==> config.mk <==
export PLATFORM = sky130hd
export DESIGN_NAME = if_stage
export DESIGN_NICKNAME = d
export VERILOG_FILES = /design/src/rtl/if_stage.sv
export SDC_FILE = /design/constraint.sdc
export NUM_CORES = 1
export LEC_CHECK = 0
export CORE_MARGIN = 3
export CORE_UTILIZATION = 40
export CTS_CLUSTER_SIZE = 40
export DETAILED_ROUTE_END_ITERATION = 6
export PLACE_DENSITY = 0.87
export SYNTH_ARGS = -nofsm -noshare
export SYNTH_HDL_FRONTEND = slang
export SYNTH_SLANG_ARGS = --single-unit
==> constraint.sdc <==
create_clock -name clk -period 5.4 [get_ports clk]
set_clock_uncertainty 0.15 [all_clocks]
set_input_delay 0.54 -clock clk [delete_from_list [all_inputs] [get_ports clk]]
set_output_delay 0.54 -clock clk [all_outputs]
set_load 0.005 [all_outputs]
==> src/rtl/if_stage.sv <==
// -----------------------------------------------------------------------------
// if_stage -- instruction-fetch stage of the five-stage LoongArch pipeline.
//
// Produces the fetch PC (pre-IF), drives read requests to a synchronous
// instruction SRAM with one cycle of read latency, and hands {inst, pc} to
// decode over the fs_to_ds_valid / ds_allowin handshake. Decode's branch bus
// can redirect fetch (squashing the wrong-path slot) or stall it (flushing
// the slot and holding the PC).
//
// Parameters:
//   RESET_PC         address of the first instruction fetched after reset
//
// Ports:
//   clk              clock, rising edge
//   resetn           asynchronous active-low reset
//   ds_allowin       decode can accept an instruction this cycle
//   br_bus[33:0]     {br_stall, br_taken, br_target[31:0]} from decode
//   fs_to_ds_valid   fs_to_ds_bus carries a valid instruction
//   fs_to_ds_bus     {inst[63:32], pc[31:0]}
//   inst_sram_en     SRAM read request
//   inst_sram_we     SRAM byte write enables, always 4'h0
//   inst_sram_addr   SRAM read address (nextpc)
//   inst_sram_wdata  SRAM write data, always 32'h0
//   inst_sram_rdata  SRAM read data, valid the cycle after the request
//
// Build option:
//   IF_INST_BUF_EN   when defined, the instruction word of a slot that decode
//                    refuses in its first cycle is captured into a local
//                    buffer, so the SRAM output need not hold while en=0.
//                    When undefined, inst is always inst_sram_rdata and the
//                    SRAM must hold its output while en=0.
// -----------------------------------------------------------------------------
module if_stage #(
    parameter logic [31:0] RESET_PC = 32'h1c00_0000
) (
    input  logic        clk,
    input  logic        resetn,
    input  logic        ds_allowin,
    input  logic [33:0] br_bus,
    output logic        fs_to_ds_valid,
    output logic [63:0] fs_to_ds_bus,
    output logic        inst_sram_en,
    output logic [3:0]  inst_sram_we,
    output logic [31:0] inst_sram_addr,
    output logic [31:0] inst_sram_wdata,
    input  logic [31:0] inst_sram_rdata
);

    // The PC register starts one word before RESET_PC so that the ordinary
    // sequential increment produces RESET_PC as the first fetch address.
    localparam logic [31:0] PC_RESET_VAL = RESET_PC - 32'd4;

    // ------------------------------------------------------------------
    // Branch bus decode
    // ------------------------------------------------------------------
    logic        br_stall_s;
    logic        br_taken_s;
    logic [31:0] br_target_s;

    assign br_stall_s  = br_bus[33];
    assign br_taken_s  = br_bus[32];
    assign br_target_s = br_bus[31:0];

    // ------------------------------------------------------------------
    // State
    // ------------------------------------------------------------------
    logic        fs_valid_q, fs_valid_d;
    logic [31:0] fs_pc_q,    fs_pc_d;
    logic        br_seen_q,  br_seen_d;

    // ------------------------------------------------------------------
    // Combinational control
    // ------------------------------------------------------------------
    logic        redirect_s;
    logic [31:0] seq_pc_s;
    logic [31:0] nextpc_s;
    logic        fs_allowin_s;
    logic        fs_issue_s;
    logic        fs_out_valid_s;
    logic [31:0] inst_s;

    // Redirect / next-PC / issue decisions.
    // br_seen_q masks a taken branch that is still parked in decode after
    // its target has already been fetched, so the target is not re-fetched.
    // br_target is forwarded as-is; alignment is decode's concern.
    always_comb begin
        redirect_s     = br_taken_s && !br_stall_s && !br_seen_q;
        seq_pc_s       = fs_pc_q + 32'd4;
        if (redirect_s) begin
            nextpc_s = br_target_s;
        end else begin
            nextpc_s = seq_pc_s;
        end
        // A redirect frees the slot because the instruction in it is dead.
        fs_allowin_s   = !fs_valid_q || ds_allowin || redirect_s;
        fs_issue_s     = resetn && !br_stall_s && fs_allowin_s;
        // The wrong-path slot is never offered to decode in a redirect cycle.
        fs_out_valid_s = fs_valid_q && !redirect_s && !br_stall_s;
    end

    // Next state for slot valid, PC and the duplicate-branch flag.
    always_comb begin
        fs_valid_d = fs_valid_q;
        fs_pc_d    = fs_pc_q;
        br_seen_d  = br_seen_q;

        if (br_stall_s) begin
            // Flush the slot, keep the PC so sequential fetch resumes from it.
            fs_valid_d = 1'b0;
        end else if (fs_issue_s) begin
            fs_valid_d = 1'b1;
            fs_pc_d    = nextpc_s;
        end else begin
            fs_valid_d = fs_valid_q;
        end

        // The branch leaving decode (ds_allowin=1) ends suppression; this
        // takes priority over arming it. A stall leaves the flag alone.
        if (br_stall_s) begin
            br_seen_d = br_seen_q;
        end else if (ds_allowin) begin
            br_seen_d = 1'b0;
        end else if (redirect_s) begin
            br_seen_d = 1'b1;
        end else begin
            br_seen_d = br_seen_q;
        end
    end

    // Slot valid, PC and duplicate-branch flag registers.
    always_ff @(posedge clk or negedge resetn) begin
        if (!resetn) begin
            fs_valid_q <= 1'b0;
            fs_pc_q    <= PC_RESET_VAL;
            br_seen_q  <= 1'b0;
        end else begin
            fs_valid_q <= fs_valid_d;
            fs_pc_q    <= fs_pc_d;
            br_seen_q  <= br_seen_d;
        end
    end

`ifdef IF_INST_BUF_EN
    // ------------------------------------------------------------------
    // Instruction hold buffer
    // ------------------------------------------------------------------
    logic        fs_fresh_q,  fs_fresh_d;
    logic        buf_valid_q, buf_valid_d;
    logic [31:0] inst_buf_q,  inst_buf_d;
    logic        buf_capture_s;
    logic        buf_drop_s;

    // Capture on the first cycle of a slot that decode refuses; the SRAM
    // output is only trustworthy in the cycle right after the request.
    always_comb begin
        fs_fresh_d    = fs_issue_s;
        buf_capture_s = fs_fresh_q && fs_out_valid_s && !ds_allowin;
        buf_drop_s    = redirect_s || br_stall_s || fs_issue_s ||
                        (fs_out_valid_s && ds_allowin);
        buf_valid_d   = buf_valid_q;
        inst_buf_d    = inst_buf_q;
        if (buf_drop_s) begin
            buf_valid_d = 1'b0;
        end else if (buf_capture_s) begin
            buf_valid_d = 1'b1;
            inst_buf_d  = inst_sram_rdata;
        end else begin
            buf_valid_d = buf_valid_q;
        end
    end

    // Hold-buffer registers.
    always_ff @(posedge clk or negedge resetn) begin
        if (!resetn) begin
            fs_fresh_q  <= 1'b0;
            buf_valid_q <= 1'b0;
            inst_buf_q  <= 32'h0000_0000;
        end else begin
            fs_fresh_q  <= fs_fresh_d;
            buf_valid_q <= buf_valid_d;
            inst_buf_q  <= inst_buf_d;
        end
    end

    // Instruction source: buffered copy while one is held, else live SRAM.
    always_comb begin
        if (buf_valid_q) begin
            inst_s = inst_buf_q;
        end else begin
            inst_s = inst_sram_rdata;
        end
    end
`else
    // Instruction source: the SRAM holds its output while en=0.
    always_comb begin
        inst_s = inst_sram_rdata;
    end
`endif

    // ------------------------------------------------------------------
    // Outputs
    // ------------------------------------------------------------------
    assign fs_to_ds_valid  = fs_out_valid_s;
    assign fs_to_ds_bus    = {inst_s, fs_pc_q};
    assign inst_sram_en    = fs_issue_s;
    assign inst_sram_addr  = nextpc_s;
    assign inst_sram_we    = 4'h0;
    assign inst_sram_wdata = 32'h0000_0000;

endmodule

## After elaboration in Yosys (flattened, before gate mapping)

Index checks and enable logic that the tools add are counted.

| operators by class | value |
|---|---|
| add/subtract/negate cells | 1 |
| mux-type cells | 5 |
| bitwise logic cells | 1 |
| reductions and logical operators | 16 |

Operator list:

| kind | number |
|---|---|
| adder 32 x 3 -> 32 bit, second input constant | 1 |
| 2-to-1 mux 32 bit | 1 |
| logical AND 1 bit | 6 |
| zero test 1 bit | 4 |
| 2-to-1 mux 1 bit | 4 |
| AND reduction 2 bit | 2 |
| nonzero test 2 bit | 2 |
| logical OR 1 bit | 2 |
| inverter 1 bit | 1 |

| word-level totals | value |
|---|---|
| bits in registers | 34 |
| bits of input ports | 69 |
| output and inout port bits | 134 |
| logic and storage cells | 26 |

## Logic depth before layout (Yosys ltp)

Gate-level depths: netlist of run 1.

| depth | value |
|---|---|
| depth in word-level cells | 7 |
| mapped depth | 7 |
| gate-level depth less buffers | 6 |

## Worst setup path after synthesis of run 1

Ideal clock, no wire load.

| timing path | value |
|---|---|
| path kind | register to output |
| start point | register fs_pc_q[2] |
| end point | output inst_sram_addr[22] |
| data arrival time | 1845 ps |
| required time | 4710 ps |
| setup slack | 2865 ps |
| stages on the path, launching flop included | 7 |
| buffers on the path | 0 |
| cells stage by stage | dfstp_2 -> ha_1 -> nand4_2 -> nor3_2 -> nand4_1 -> xor2_1 -> a21oi_1 |

| on the way | value |
|---|---|
| cells in the longest elaborated chain, start to end | 2 |

RTL lines:

| what | line | RTL |
|---|---|---|
| from (decl) | 68 | `logic [31:0] fs_pc_q, fs_pc_d;` |
| from (signal assigned) | 138 | `fs_pc_q <= fs_pc_d;` |
| adder 32 x 3 -> 32 bit | 88 | `seq_pc_s = fs_pc_q + 32'd4;` |
| 2-to-1 mux 32 bit | 89 | `if (redirect_s) begin` |
| to (decl) | 44 | `output logic [31:0] inst_sram_addr,` |

Every way passes these cells.

## Final worst setup path of run 1

| timing path | value |
|---|---|
| start point | register fs_pc_q[11] |
| end point | output inst_sram_addr[17] |

The elaborated chain is that of the path after synthesis.

==> results of run 1 <==
==> worst max path at each step <==
stage | start | end | slack (ns) | cells past startpoint
final | fs_pc_q[11]$_DFFE_PN1P_ | inst_sram_addr[17] | 1.59 | 6
after global routing | br_bus[33] | inst_sram_addr[28] | 1.43 | 6
after CTS | fs_pc_q[11]$_DFFE_PN1P_ | inst_sram_addr[17] | 1.57 | 6
after detailed placement | br_bus[33] | inst_sram_addr[28] | 1.65 | 6
after global placement | br_bus[33] | inst_sram_addr[28] | 1.76 | 6
after floorplan | fs_pc_q[2]$_DFFE_PN1P_ | inst_sram_addr[22] | 2.86 | 6
==> power by group through the flow <==
| stage | Combinational, W | Sequential, W | Clock, W |
|---|---|---|---|
| 2_1_floorplan | 0.000321 | 0.000463 | 0 |
| 3_3_place_gp | 0.000611 | 0.000487 | 0 |
| 3_5_place_dp | 0.000622 | 0.000494 | 0 |
| 4_1_cts | 0.000628 | 0.000491 | 0.000186 |
| 5_1_grt | 0.000682 | 0.000509 | 0.000195 |
| 6_report | 0.000620 | 0.000492 | 0.000181 |
==> cell usage after synthesis, types with 3 or more instances <==
library cell,instances
sky130_fd_sc_hd__inv_1,4
sky130_fd_sc_hd__xnor2_1,10
sky130_fd_sc_hd__a311oi_1,4
sky130_fd_sc_hd__nand4_1,5
sky130_fd_sc_hd__buf_2,3
sky130_fd_sc_hd__dfstp_2,26
sky130_fd_sc_hd__o21ai_0,17
sky130_fd_sc_hd__and3_1,4
sky130_fd_sc_hd__o22ai_1,9
sky130_fd_sc_hd__a31oi_1,9
sky130_fd_sc_hd__a21oi_1,35
sky130_fd_sc_hd__a2bb2oi_1,8
sky130_fd_sc_hd__nand3_1,21
sky130_fd_sc_hd__o22a_1,3
sky130_fd_sc_hd__nand2b_1,3
sky130_fd_sc_hd__nand2_1,43
sky130_fd_sc_hd__buf_4,69
sky130_fd_sc_hd__a211oi_1,3
sky130_fd_sc_hd__nor3_1,8
sky130_fd_sc_hd__nor2_1,39
sky130_fd_sc_hd__clkbuf_1,17
sky130_fd_sc_hd__nor3b_1,4
sky130_fd_sc_hd__nor2b_1,3
sky130_fd_sc_hd__dfrtp_1,8
sky130_fd_sc_hd__xor2_1,17
sky130_fd_sc_hd__mux2_2,6
==> area by class of cell <==
class	count	area, µm²	share of cell area
multi-input cells	309	1790	0.454
clock buffers	8	80.1	0.0204
well taps	99	124	0.0315
flip-flops and latches	34	883	0.225
repair buffers	105	1040	0.264
inverters	5	18.8	0.00478
==> cells by family (layout without fill, tap and decap cells) <==
kind of cell,after synthesis,after routing,share of synthesized area
flops,34,34,0.280
fa+ha+maj,1,1,0.00397
mux,6,6,0.0214
buf+inv,96,118,0.198
simple gates,147,147,0.243
xor+xnor,27,27,0.0750
compound gates,92,92,0.177
other cells,1,36,0.00119
==> metal layers <==
metal  track usage  up-vias  share of wire
li1              -     1425              -
met1         0.226     1365           0.41
met2         0.313      127           0.50
met3        0.0502       13          0.084
met4        0.0505        0          0.012
met5             0        -              0
==> registers in the layout, indices dropped and copies added, names as in the netlist <==
signal	flops
fs_valid_q	1
br_seen_q	1
fs_pc_q	32
==> stage by stage <==
stage	total power [W]	hold WS, ns
global placement	0.00110	0.356
finish	0.00129	0.210
global route	0.00139	0.263
detailed placement	0.00112	0.372
floorplan	0.000784	0.0944
CTS	0.00130	0.220
==> results.json, run 1 <==
{
  "grt_max_degree": 42,
  "fin_ws_ns": 1.59,
  "overall_die_width_um": 94.8,
  "power.share.clock": 0.140,
  "antenna_left": 0,
  "numPlacedInstances": 552,
  "core_area_um2": 7450,
  "areaGrowthSynthToFinish_pct": 24.7,
  "detailedRoute.firstIterationViolations": 136,
  "rr_worst_depth": 5,
  "p_int_w": 0.000836,
  "timing.critical_path.cells": "nand2_1 > nor4_4 > or3b_4 > xor2_1 > a21oi_1 > clkdlybuf4s50_1",
  "cp_num_buf_inv": 1,
  "tightest_slew_ns": 1.06,
  "synth_area_leader_cell": "sky130_fd_sc_hd__dfstp_2",
  "instances_no_fill": 560,
  "clockRootBuffer": "sky130_fd_sc_hd__clkbuf_8",
  "cts-buffers-inserted": 5,
  "critPathArrivalTime_ns": 3.12,
  "end_of_flow_core_utilization": 0.528,
  "fin_setup_tns_ns": 0,
  "timing.final.crit_period_ns": 3.81,
  "clock_tree_from_tritoncts": "done",
  "layout-drive-gt1-share": 0.117,
  "worstReg2RegEnd": "fs_pc_q[17]$_DFFE_PN1P_",
  "clk_pin_slew_worst_paths_ns": 0.07,
  "irDropWorstVdd_mv": 0.269,
  "finish.instance_area_um2": 3930,
  "timing.fmax_mhz": 262,
  "clock_latency_ns": 0.28,
  "p_switching_w": 0.000457,
  "reg2reg_setup_slack_ns": 2.85,
  "slew_violations": 0,
  "postSynth.topFlopCell": "sky130_fd_sc_hd__dfstp_2",
  "firstDrtPassIters": 4,
  "mappedNetlistArea_um2": 3150,
  "globalplace.congestion": 0.786,
  "antenna_found_initial": 0,
  "die-height_um": 94.8,
  "h-tree-depth": 2,
  "synthCells": 404,
  "synthTopCellsByArea": "sky130_fd_sc_hd__dfstp_2, sky130_fd_sc_hd__buf_4, sky130_fd_sc_hd__dfrtp_1",
  "cts_num_sinks": 34,
  "pre_cts_slack_ns": 1.65,
  "antenna_cell_count": 0,
  "floorplan.initialDensity": 0.423,
  "maxCapViolations": 0,
  "warnings_from_yosys": 0,
  "synth_top_area_share": 0.217,
  "first_pass_grt_wire_length_mm": 13.4,
  "power.sequential.fraction": 0.380,
  "p_sw_frac": 0.354,
  "final_hold_viol_count": 0,
  "num_rows": 31,
  "path_class": "reg -> out",
  "final-setup-viol-count": 0,
  "dpl_cell_area_um2": 3850,
  "grt_usage": 0.183,
  "ys_ff_latch": 34,
  "max_slew_margin": 0.290,
  "clockBufferDepth": 2,
  "leak_pwr_nw": 1.47,
  "avgViaCountPerCell": 5.23,
  "num_vias": 2930,
  "postRouteWirelength_mm": 8.37,
  "synth-async-reset-ratio": 1.00,
  "synthesis.area_per_instance_um2": 7.80,
  "layout.filler_cells": 695,
  "worst_path_max_delay_cell": "sky130_fd_sc_hd__nor4_4",
  "powerDensity_nw_per_um2": 329,
  "synth_seq_area_share": 0.280,
  "nNetsFinal": 530,
  "holdCritPathClass": "in -> async",
  "cts_repair_resize_count": 0,
  "first_global_vias": 2762,
  "place.detailed.hpwl_mm": 6.07,
  "unrepaired_setup_endpoints_after_global_routing": "no",
  "aggregate_global_routing_overflow": 0,
  "io_buffer_count": 102,
  "setup.worst_path.end_class": "output pin",
  "layout.cells.most_common": "sky130_fd_sc_hd__clkdlybuf4s50_1",
  "min_period_over_period": 0.706,
  "maximum_single_stage_delay_on_the_critical_path_ns": 0.76,
  "combinational_fraction_of_design_power": 0.480,
  "cts.hold.buffers_added": 0,
  "startpoint_type": "flop",
  "timing.critical_path.required_ns": 4.71,
  "post-cts-setup-buffer-count": 0,
  "critical_path.reg2reg.startpoint": "fs_pc_q[11]$_DFFE_PN1P_",
  "die_area_um2": 8980,
  "pin_count": 203,
  "most-common-layout-cells": "sky130_fd_sc_hd__clkdlybuf4s50_1, sky130_fd_sc_hd__nand2_1, sky130_fd_sc_hd__nor2_1",
  "number_of_enable_flip_flop_cells_after_synthesis": 0,
  "outcome": "completed",
  "yosys.cell_types.count": 47,
  "critical-path-top-delay-family": "simple AND/OR/NAND/NOR gates",
  "avgRoutedWirePerCell_um": 15.0,
  "crit_path_max_fanout": 14,
  "drcViolationCount": 0
}
No activity file was read; power rests on OpenSTA's default activity.
==> run 2: changes to the inputs <==
CORE_UTILIZATION = 37   (was 40)
PLACE_DENSITY = 0.82   (was 0.87)
clock period = 3.9 ns   (was 5.4 ns; I/O delays follow)
==> results.json, run 2 (synthesis gave the netlist of run 1 again) <==
{
  "post-cts-setup-buffer-count": 0,
  "min_period_over_period": 0.899,
  "timing.final.crit_period_ns": 3.50,
  "p_int_w": 0.00121,
  "unrepaired_setup_endpoints_after_global_routing": "no",
  "end_of_flow_core_utilization": 0.485,
  "irDropWorstVdd_mv": 0.263,
  "antenna_left": 0,
  "nNetsFinal": 535,
  "firstDrtPassIters": 5,
  "final-setup-viol-count": 0,
  "pin_count": 203,
  "h-tree-depth": 2,
  "antenna_found_initial": 0,
  "finish.instance_area_um2": 4010,
  "grt_max_degree": 47,
  "max_flop_register": "fs_pc_q",
  "first_global_vias": 2825,
  "overall_die_width_um": 98.3,
  "final_hold_viol_count": 0,
  "layout-drive-gt1-share": 0.133,
  "clk_pin_slew_worst_paths_ns": 0.08,
  "die_area_um2": 9660,
  "die-height_um": 98.3,
  "crit_path_max_fanout": 6,
  "detailedRoute.firstIterationViolations": 126,
  "antenna_cell_count": 0,
  "cts_num_sinks": 34,
  "timing.fmax_mhz": 285,
  "clock_latency_ns": 0.29,
  "slew_violations": 0,
  "place.detailed.hpwl_mm": 6.40,
  "critPathArrivalTime_ns": 2.96,
  "tightest_slew_ns": 0.625,
  "floorplan.initialDensity": 0.382,
  "clock_tree_from_tritoncts": "done",
  "largest_register_ffs": 32,
  "power.total_w": 0.00186,
  "leak_pwr_nw": 1.51,
  "startpoint_type": "flop",
  "num_vias": 2945,
  "core_area_um2": 8260,
  "layout.cells.most_common": "sky130_fd_sc_hd__clkdlybuf4s50_1",
  "clockBufferDepth": 2,
  "maxCapViolations": 0,
  "timing.critical_path.required_ns": 3.36,
  "dpl_cell_area_um2": 3890,
  "cts-buffers-inserted": 5,
  "combinational_fraction_of_design_power": 0.467,
  "avgViaCountPerCell": 5.16,
  "p_sw_frac": 0.349,
  "first_pass_grt_wire_length_mm": 14.1,
  "areaGrowthSynthToFinish_pct": 27.1,
  "num_rows": 33,
  "drcViolationCount": 0,
  "fin_setup_tns_ns": 0,
  "cts_repair_resize_count": 0,
  "path_class": "reg -> out",
  "aggregate_global_routing_overflow": 0,
  "max_slew_margin": 0.582,
  "outcome": "completed",
  "power.sequential.fraction": 0.365,
  "postRouteWirelength_mm": 8.78,
  "globalplace.congestion": 0.828,
  "grt_usage": 0.175,
  "most-common-layout-cells": "sky130_fd_sc_hd__clkdlybuf4s50_1, sky130_fd_sc_hd__nand2_1, sky130_fd_sc_hd__nor2_1",
  "cts.hold.buffers_added": 0,
  "powerDensity_nw_per_um2": 464,
  "avgRoutedWirePerCell_um": 15.4,
  "setup.worst_path.end_class": "output pin",
  "reg_top3": "fs_pc_q (32), br_seen_q (1), fs_valid_q (1)",
  "io_buffer_count": 102,
  "power.share.clock": 0.168,
  "holdCritPathClass": "in -> async",
  "clockRootBuffer": "sky130_fd_sc_hd__clkbuf_8",
  "p_switching_w": 0.000648
}
## run 2: cell types whose count changed in the layout (fill, tap and decap cells not counted), sizes merged
cell,change
buf,+5
## run 2: path summary, 6_finish.rpt
| kind | startpoint | to | slack [ns] | cells past startpoint |
|---|---|---|---|---|
| setup reg to reg | fs_pc_q[2]$_DFFE_PN1P_ | fs_pc_q[18]$_DFFE_PN1P_ | 1.42 | 6 |
| max in group asynchronous | resetn | fs_pc_q[11]$_DFFE_PN1P_ | 3.20 | 2 |
| hold / removal | resetn | fs_pc_q[30]$_DFFE_PN0P_ | 0.04 | 2 |
| setup / recovery | fs_pc_q[2]$_DFFE_PN1P_ | inst_sram_addr[18] | 0.40 | 7 |
| hold reg to reg | fs_pc_q[9]$_DFFE_PN1P_ | fs_pc_q[9]$_DFFE_PN1P_ | 0.38 | 2 |
| min in group clk | fs_pc_q[9]$_DFFE_PN1P_ | fs_pc_q[9]$_DFFE_PN1P_ | 0.38 | 2 |
## run 2: power groups by stage
| stage | sequential (W) | combinational [W] | clock [W] |
|---|---|---|---|
| 2_1_floorplan | 0.000641 | 0.000445 | 0 |
| 3_3_place_gp | 0.000668 | 0.000864 | 0 |
| 3_5_place_dp | 0.000681 | 0.000872 | 0 |
| 4_1_cts | 0.000677 | 0.000880 | 0.000324 |
| 5_1_grt | 0.000700 | 0.000949 | 0.000339 |
| 6_report | 0.000678 | 0.000867 | 0.000313 |
## run 2: area by class of cell
class,count,area [µm²]
fill,819,4250
multi-input combinational,309,1790
timing repair buffer,110,1080
sequential,34,883
tap,105,131
clock buffer,8,110
inverter,5,18.8
## run 2: worst max-delay path, stage by stage (launching register included)
cell	delay, ns
sky130_fd_sc_hd__dfstp_2	0.59
sky130_fd_sc_hd__ha_1	0.25
sky130_fd_sc_hd__nand4_2	0.23
sky130_fd_sc_hd__nor4_4	0.49
sky130_fd_sc_hd__nand3_1	0.24
sky130_fd_sc_hd__xor2_1	0.19
sky130_fd_sc_hd__o21ai_0	0.16
sky130_fd_sc_hd__clkdlybuf4s50_1	0.53
## run 2: per-layer routing
layer	global-route usage	part of all wire	vias up
li1	-	-	1425
met1	0.213	0.41	1402
met2	0.306	0.51	110
met3	0.0486	0.073	8
met4	0.0399	0.0072	0
met5	0	0	-
## run 2: through the flow
stage          hold WS (ns)  setup WS [ns]  instances
2_1_floorplan       -0.0556           1.51        439
3_3_place_gp          0.350          0.792        563
3_5_place_dp          0.351          0.761        563
4_1_cts              0.0377          0.399        571
5_1_grt              0.0595          0.264        571
6_report             0.0415          0.395        571
